[config.mk]
export PLATFORM = sky130hd
export DESIGN_NAME = writeback_regfile
export DESIGN_NICKNAME = d
export VERILOG_FILES = /design/src/rtl/writeback_regfile.sv
export SDC_FILE = /design/constraint.sdc
export NUM_CORES = 2
export LEC_CHECK = 0
export CAP_MARGIN = 20
export CORE_MARGIN = 2
export CORE_UTILIZATION = 35
export DETAILED_ROUTE_END_ITERATION = 6
export MAX_ROUTING_LAYER = met4
export SETUP_SLACK_MARGIN = 0.05
export SLEW_MARGIN = 10
export SYNTH_ARGS = -nofsm -noshare
export SYNTH_HDL_FRONTEND = slang
export SYNTH_SLANG_ARGS = --single-unit
[constraint.sdc]
create_clock -name clk -period 3.7 [get_ports clk]
set_input_delay 0.74 -clock clk [delete_from_list [all_inputs] [get_ports clk]]
set_output_delay 0.74 -clock clk [all_outputs]
set_load 0.1 [all_outputs]
[src/rtl/writeback_regfile.sv]
// Writeback result select, 32-entry integer register file with write-through
// read bypass, and a free-running count of committed register writes.
module writeback_regfile #(
    parameter int DATA_WIDTH     = 32,
    parameter int REGISTER_WIDTH = 5
) (
    input  logic                      clk,
    input  logic                      rst_n,
    input  logic [DATA_WIDTH-1:0]     alu_result_w_i,
    input  logic [DATA_WIDTH-1:0]     read_data_w_i,
    input  logic [DATA_WIDTH-1:0]     pc_plus4_w_i,
    input  logic [DATA_WIDTH-1:0]     imm_ext_w_i,
    input  logic [REGISTER_WIDTH-1:0] rd_w_i,
    input  logic [1:0]                result_src_w_i,
    input  logic                      reg_write_w_i,
    input  logic [REGISTER_WIDTH-1:0] rs1_d_i,
    input  logic [REGISTER_WIDTH-1:0] rs2_d_i,
    output logic [DATA_WIDTH-1:0]     rd1_d_o,
    output logic [DATA_WIDTH-1:0]     rd2_d_o,
    output logic [DATA_WIDTH-1:0]     result_w_o,
    output logic [31:0]               wb_count_o
);

    localparam int NUM_REGS = 2 ** REGISTER_WIDTH;

    logic [DATA_WIDTH-1:0] result;
    logic                  commit;
    logic                  bypass;
    logic [DATA_WIDTH-1:0] regs [NUM_REGS];
    logic [31:0]           count_reg;
    logic [31:0]           count_next;

    always_comb begin
        result = alu_result_w_i;
        case (result_src_w_i)
            2'b00:   result = alu_result_w_i;
            2'b01:   result = read_data_w_i;
            2'b10:   result = pc_plus4_w_i;
            default: result = imm_ext_w_i;
        endcase
    end

    assign commit = reg_write_w_i && (rd_w_i != '0);
    // Bypass is gated by reset so reads stay zero while rst_n is low.
    assign bypass = reg_write_w_i && rst_n;

    assign regs[0] = '0;

    genvar gi;
    generate
        for (gi = 1; gi < NUM_REGS; gi++) begin : g_reg
            logic [DATA_WIDTH-1:0] value_reg;

            always_ff @(posedge clk or negedge rst_n) begin
                if (!rst_n) begin
                    value_reg <= '0;
                end else if (commit && (rd_w_i == REGISTER_WIDTH'(gi))) begin
                    value_reg <= result;
                end
            end

            assign regs[gi] = value_reg;
        end
    endgenerate

    function automatic logic [DATA_WIDTH-1:0] read_port(input logic [REGISTER_WIDTH-1:0] index);
        if (index == '0) begin
            return '0;
        end else if (bypass && (rd_w_i == index)) begin
            return result;
        end else begin
            return regs[index];
        end
    endfunction

    always_comb begin
        rd1_d_o = read_port(rs1_d_i);
        rd2_d_o = read_port(rs2_d_i);
    end

    assign count_next = count_reg + 32'd1;

    always_ff @(posedge clk or negedge rst_n) begin
        if (!rst_n) begin
            count_reg <= '0;
        end else if (commit) begin
            count_reg <= count_next;
        end
    end

    assign result_w_o = result;
    assign wb_count_o = count_reg;

endmodule

==> impl_metrics.sql <==
INSERT INTO impl_metrics (metric_group, metric, value, unit) VALUES
('floorplan', 'core_area', '154000', 'um2'),
('finish', 'sequential_cell_area', '25600', 'um2'),
('synthesis', 'count_of_flip_flops_with_a_built_in_enable_after_synthesis', '0', ''),
('synthesis', 'ys_dominant_reg_cell', 'sky130_fd_sc_hd__dfrtp_1', ''),
('clocking', 'cts_buffers', '108', ''),
('timing', 'setup_violations', '0', ''),
('critical_path', 'worst-endpoint-required', '2.96', 'ns'),
('placement', 'dp_hpwl', '134000', 'um'),
('finish', 'drive_above_1_share', '0.299', ''),
('critical_path', 'critical_path.max_fanout', '13', ''),
('grt', 'globalRouteTotalUtil', '0.269', ''),
('detailed_routing', 'routed_wl', '206000', 'um'),
('clocking', 'cts_root_buf', 'sky130_fd_sc_hd__clkbuf_16', ''),
('timing', 'hold_violations', '0', ''),
('grt', 'globalRouteMet1Util', '0.347', ''),
('pwr', 'design_power_total', '38100', 'uW'),
('synthesis', 'synth_area_per_cell', '10.7', 'um2'),
('clocking', 'cts-root-to-sink-buffers', '3', ''),
('floorplan', 'die-height', '396', 'um'),
('clocking', 'clock_tree.htree_level_count', '3', ''),
('synthesis', 'yosysWarningCount', '0', ''),
('synthesis', 'ys_ff_latch', '1024', ''),
('outcome', 'outcome', 'finished with violations', ''),
('clocking', 'clock_latency_at_the_later_pin_of_the_worst_skew_pair', '0.74', 'ns'),
('detailed_routing', 'avgViaCountPerCell', '5.85', ''),
('detailed_routing', 'dr.pass1.iters', '7', ''),
('finish', 'multiInputGateArea', '27700', 'um2'),
('synthesis', 'synthesis.instances', '5041', ''),
('floorplan', 'die_area', '157000', 'um2'),
('timing', 'final_count_of_pins_violating_max_slew', '0', ''),
('floorplan', 'io_pins', '276', ''),
('outcome', 'violations_in_the_final_reports', 'design-rule violations', ''),
('grt', 'grt-ovfl-total', '0', ''),
('grt', 'grt_start_max_net_pins', '170', ''),
('pwr', 'power.density', '545', 'nW/um2'),
('floorplan', 'initial_core_util', '0.351', ''),
('timing', 'worst-slew-pin-transition', '1.02', 'ns'),
('clocking', 'clk_transition_reported_paths', '0.07', 'ns'),
('detailed_routing', 'route.detailed.drc', '13', ''),
('timing', 'clock.fmax', '0.274', 'GHz'),
('clocking', 'tritoncts_clock_tree', 'yes', ''),
('synthesis', 'mappedNetlistArea', '53900', 'um2'),
('finish', 'largest_register_ffs', '992', ''),
('hold_path', 'timing.hold.worst.class', 'in2async', ''),
('clocking', 'cts_hold_repair.buffers', '0', ''),
('critical_path', 'critPathArrivalTime', '2.91', 'ns'),
('detailed_routing', 'detailroute.via_count', '44500', ''),
('finish', 'layout.cells.most_common', 'sky130_fd_sc_hd__nand2_1', ''),
('pwr', 'worst_voltage_drop_across_the_vdd_grid', '0.370', 'mV'),
('synthesis', 'netlist-cell-type-count', '53', ''),
('grt', 'antenna_found_initial', '9', ''),
('placement', 'port_buffers', '275', ''),
('critical_path', 'critical_path_launch_point_type', 'input pin', ''),
('grt', 'busiest_layer', 'met2', ''),
('finish', 'stdcell_area', '70000', 'um2'),
('finish', 'finish.net_count', '5616', ''),
('placement', 'postPlaceCellArea', '63900', 'um2'),
('detailed_routing', 'wl_per_cell', '27.1', 'um'),
('clocking', 'clock_sink_count', '1024', ''),
('critical_path', 'endpoint_kind', 'primary output', ''),
('finish', 'final.fill_count', '14000', ''),
('critical_path', 'timing.setup.critical_path_class', 'in2out', ''),
('floorplan', 'die_width', '396', 'um'),
('timing', 'post-route-period-util', '0.986', ''),
('detailed_routing', 'postRouteAntennaNets', '0', ''),
('timing', 'slew-limit-headroom', '0.321', ''),
('detailed_routing', 'initialDrtViolationCount', '4677', ''),
('finish', 'area.growth.synth_to_final', '29.9', '%'),
('synthesis', 'share_of_flip_flops_with_an_asynchronous_set_or_reset_after_synthesis', '1.00', ''),
('placement', 'globalplace.congestion', '0.904', ''),
('timing', 'rsz_0062_raised_after_global_routing', 'true', '');
-- kinds of logic after synthesis --
| kind of cell | Yosys count | synth area share |
|---|---|---|
| buffers and inverters | 562 | 0.0466 |
| adders and majority gates | 1 | 0.000232 |
| AOI/OAI and AO/OA | 1456 | 0.156 |
| and+or+nand+nor | 1287 | 0.0963 |
| xor gates and xnor gates | 41 | 0.00666 |
| DFF | 1024 | 0.475 |
| muxes | 670 | 0.219 |
-- stage by stage --
stage          cells  hold slack [ns]  worst slack, ns
6_report        7610            0.143           0.0528
5_1_grt         7610            0.196        -0.000744
4_1_cts         7550            0.183          0.00856
3_5_place_dp    7326            0.473           -0.460
3_3_place_gp    7326            0.464           -0.431
2_1_floorplan   5041            0.444           -0.256
-- synthesized netlist by cell type (7+ instances only) --
| master | count | area [um2] |
|---|---|---|
| sky130_fd_sc_hd__dfrtp_1 | 1024 | 25600 |
| sky130_fd_sc_hd__buf_4 | 38 | 285 |
| sky130_fd_sc_hd__clkbuf_1 | 368 | 1380 |
| sky130_fd_sc_hd__mux2_2 | 116 | 1310 |
| sky130_fd_sc_hd__a22oi_1 | 100 | 751 |
| sky130_fd_sc_hd__nand2_1 | 1137 | 4270 |
| sky130_fd_sc_hd__inv_1 | 38 | 143 |
| sky130_fd_sc_hd__nor2_1 | 26 | 97.6 |
| sky130_fd_sc_hd__nor3_1 | 28 | 140 |
| sky130_fd_sc_hd__nand2b_1 | 7 | 43.8 |
| sky130_fd_sc_hd__o221ai_1 | 8 | 70.1 |
| sky130_fd_sc_hd__a22o_1 | 23 | 201 |
| sky130_fd_sc_hd__nand4_1 | 8 | 50.1 |
| sky130_fd_sc_hd__nor4_1 | 25 | 156 |
| sky130_fd_sc_hd__o22ai_1 | 70 | 438 |
| sky130_fd_sc_hd__o32ai_1 | 8 | 70.1 |
| sky130_fd_sc_hd__xor2_1 | 13 | 114 |
| sky130_fd_sc_hd__o211ai_1 | 10 | 75.1 |
| sky130_fd_sc_hd__a221o_1 | 24 | 240 |
| sky130_fd_sc_hd__buf_6 | 20 | 225 |
| sky130_fd_sc_hd__buf_2 | 89 | 445 |
| sky130_fd_sc_hd__mux2i_1 | 156 | 1560 |
| sky130_fd_sc_hd__buf_1 | 8 | 30.0 |
| sky130_fd_sc_hd__nand3_1 | 13 | 65.1 |
| sky130_fd_sc_hd__mux4_2 | 394 | 8870 |
| sky130_fd_sc_hd__a221oi_1 | 54 | 473 |
| sky130_fd_sc_hd__o21ai_0 | 982 | 4910 |
| sky130_fd_sc_hd__o21ai_1 | 60 | 300 |
| sky130_fd_sc_hd__xnor2_1 | 28 | 245 |
| sky130_fd_sc_hd__a211oi_1 | 110 | 826 |
| sky130_fd_sc_hd__nor2b_1 | 10 | 62.6 |
-- path summary, 6_finish.rpt --
kind	to	depth (start not counted)	slack (ns)
setup reg to reg	wb_count_o[25]$_DFFE_PN0P_	5	1.73
setup / recovery	rd1_d_o[15]	10	0.05
min in group clk	wb_count_o[31]$_DFFE_PN0P_	1	0.48
hold reg to reg	wb_count_o[31]$_DFFE_PN0P_	1	0.48
hold / removal	g_reg[28].value_reg[1]$_DFFE_PN0P_	2	0.14
max in group asynchronous	g_reg[11].value_reg[0]$_DFFE_PN0P_	3	2.02
-- metal layers --
metal  up-vias  routed length [um]  share of wire
li1      19200                   -              -
met1     22400               81400           0.39
met2      2359               91900           0.45
met3       539               23600           0.11
met4         0                9510          0.046
met5         -                   0              0
-- worst max-delay path, stage by stage --
cell and delay (ns):
sky130_fd_sc_hd__buf_4 0.18, sky130_fd_sc_hd__or2_2 0.48, sky130_fd_sc_hd__buf_4 0.22, sky130_fd_sc_hd__nor4_4 0.19, sky130_fd_sc_hd__buf_4 0.20, sky130_fd_sc_hd__nor2_1 0.07
sky130_fd_sc_hd__o21ai_1 0.14, sky130_fd_sc_hd__buf_12 0.20, sky130_fd_sc_hd__o221ai_2 0.22, sky130_fd_sc_hd__buf_12 0.25
-- what timing repair did --
| action | in CTS | in global routing |
|---|---|---|
| endpoints found under the setup margin | 64 | 53 |
| setup buffers | 11 | 50 |
| gates resized for setup | 106 | 127 |
| cloned | 11 | 4 |
| pin swaps | 17 | 38 |
-- final cells by class --
| cell class | instances | area share |
|---|---|---|
| Inverter | 38 | 0.00204 |
| Multi-Input combinational cell | 3455 | 0.396 |
| Timing Repair Buffer | 840 | 0.143 |
| Antenna cell | 6 | 0.000214 |
| Sequential cell | 1024 | 0.366 |
| Clock buffer | 156 | 0.0461 |
| Tap cell | 2044 | 0.0365 |
| Clock inverter | 47 | 0.0102 |
-- power breakdown --
part / switching, uW / internal, uW / total [uW]
Sequential: 1850 / 13600 / 15400
Clock: 4850 / 7240 / 12100
Combinational: 5750 / 4870 / 10600
Total: 12400 / 25700 / 38100
No activity file was read; power rests on OpenSTA's default activity.
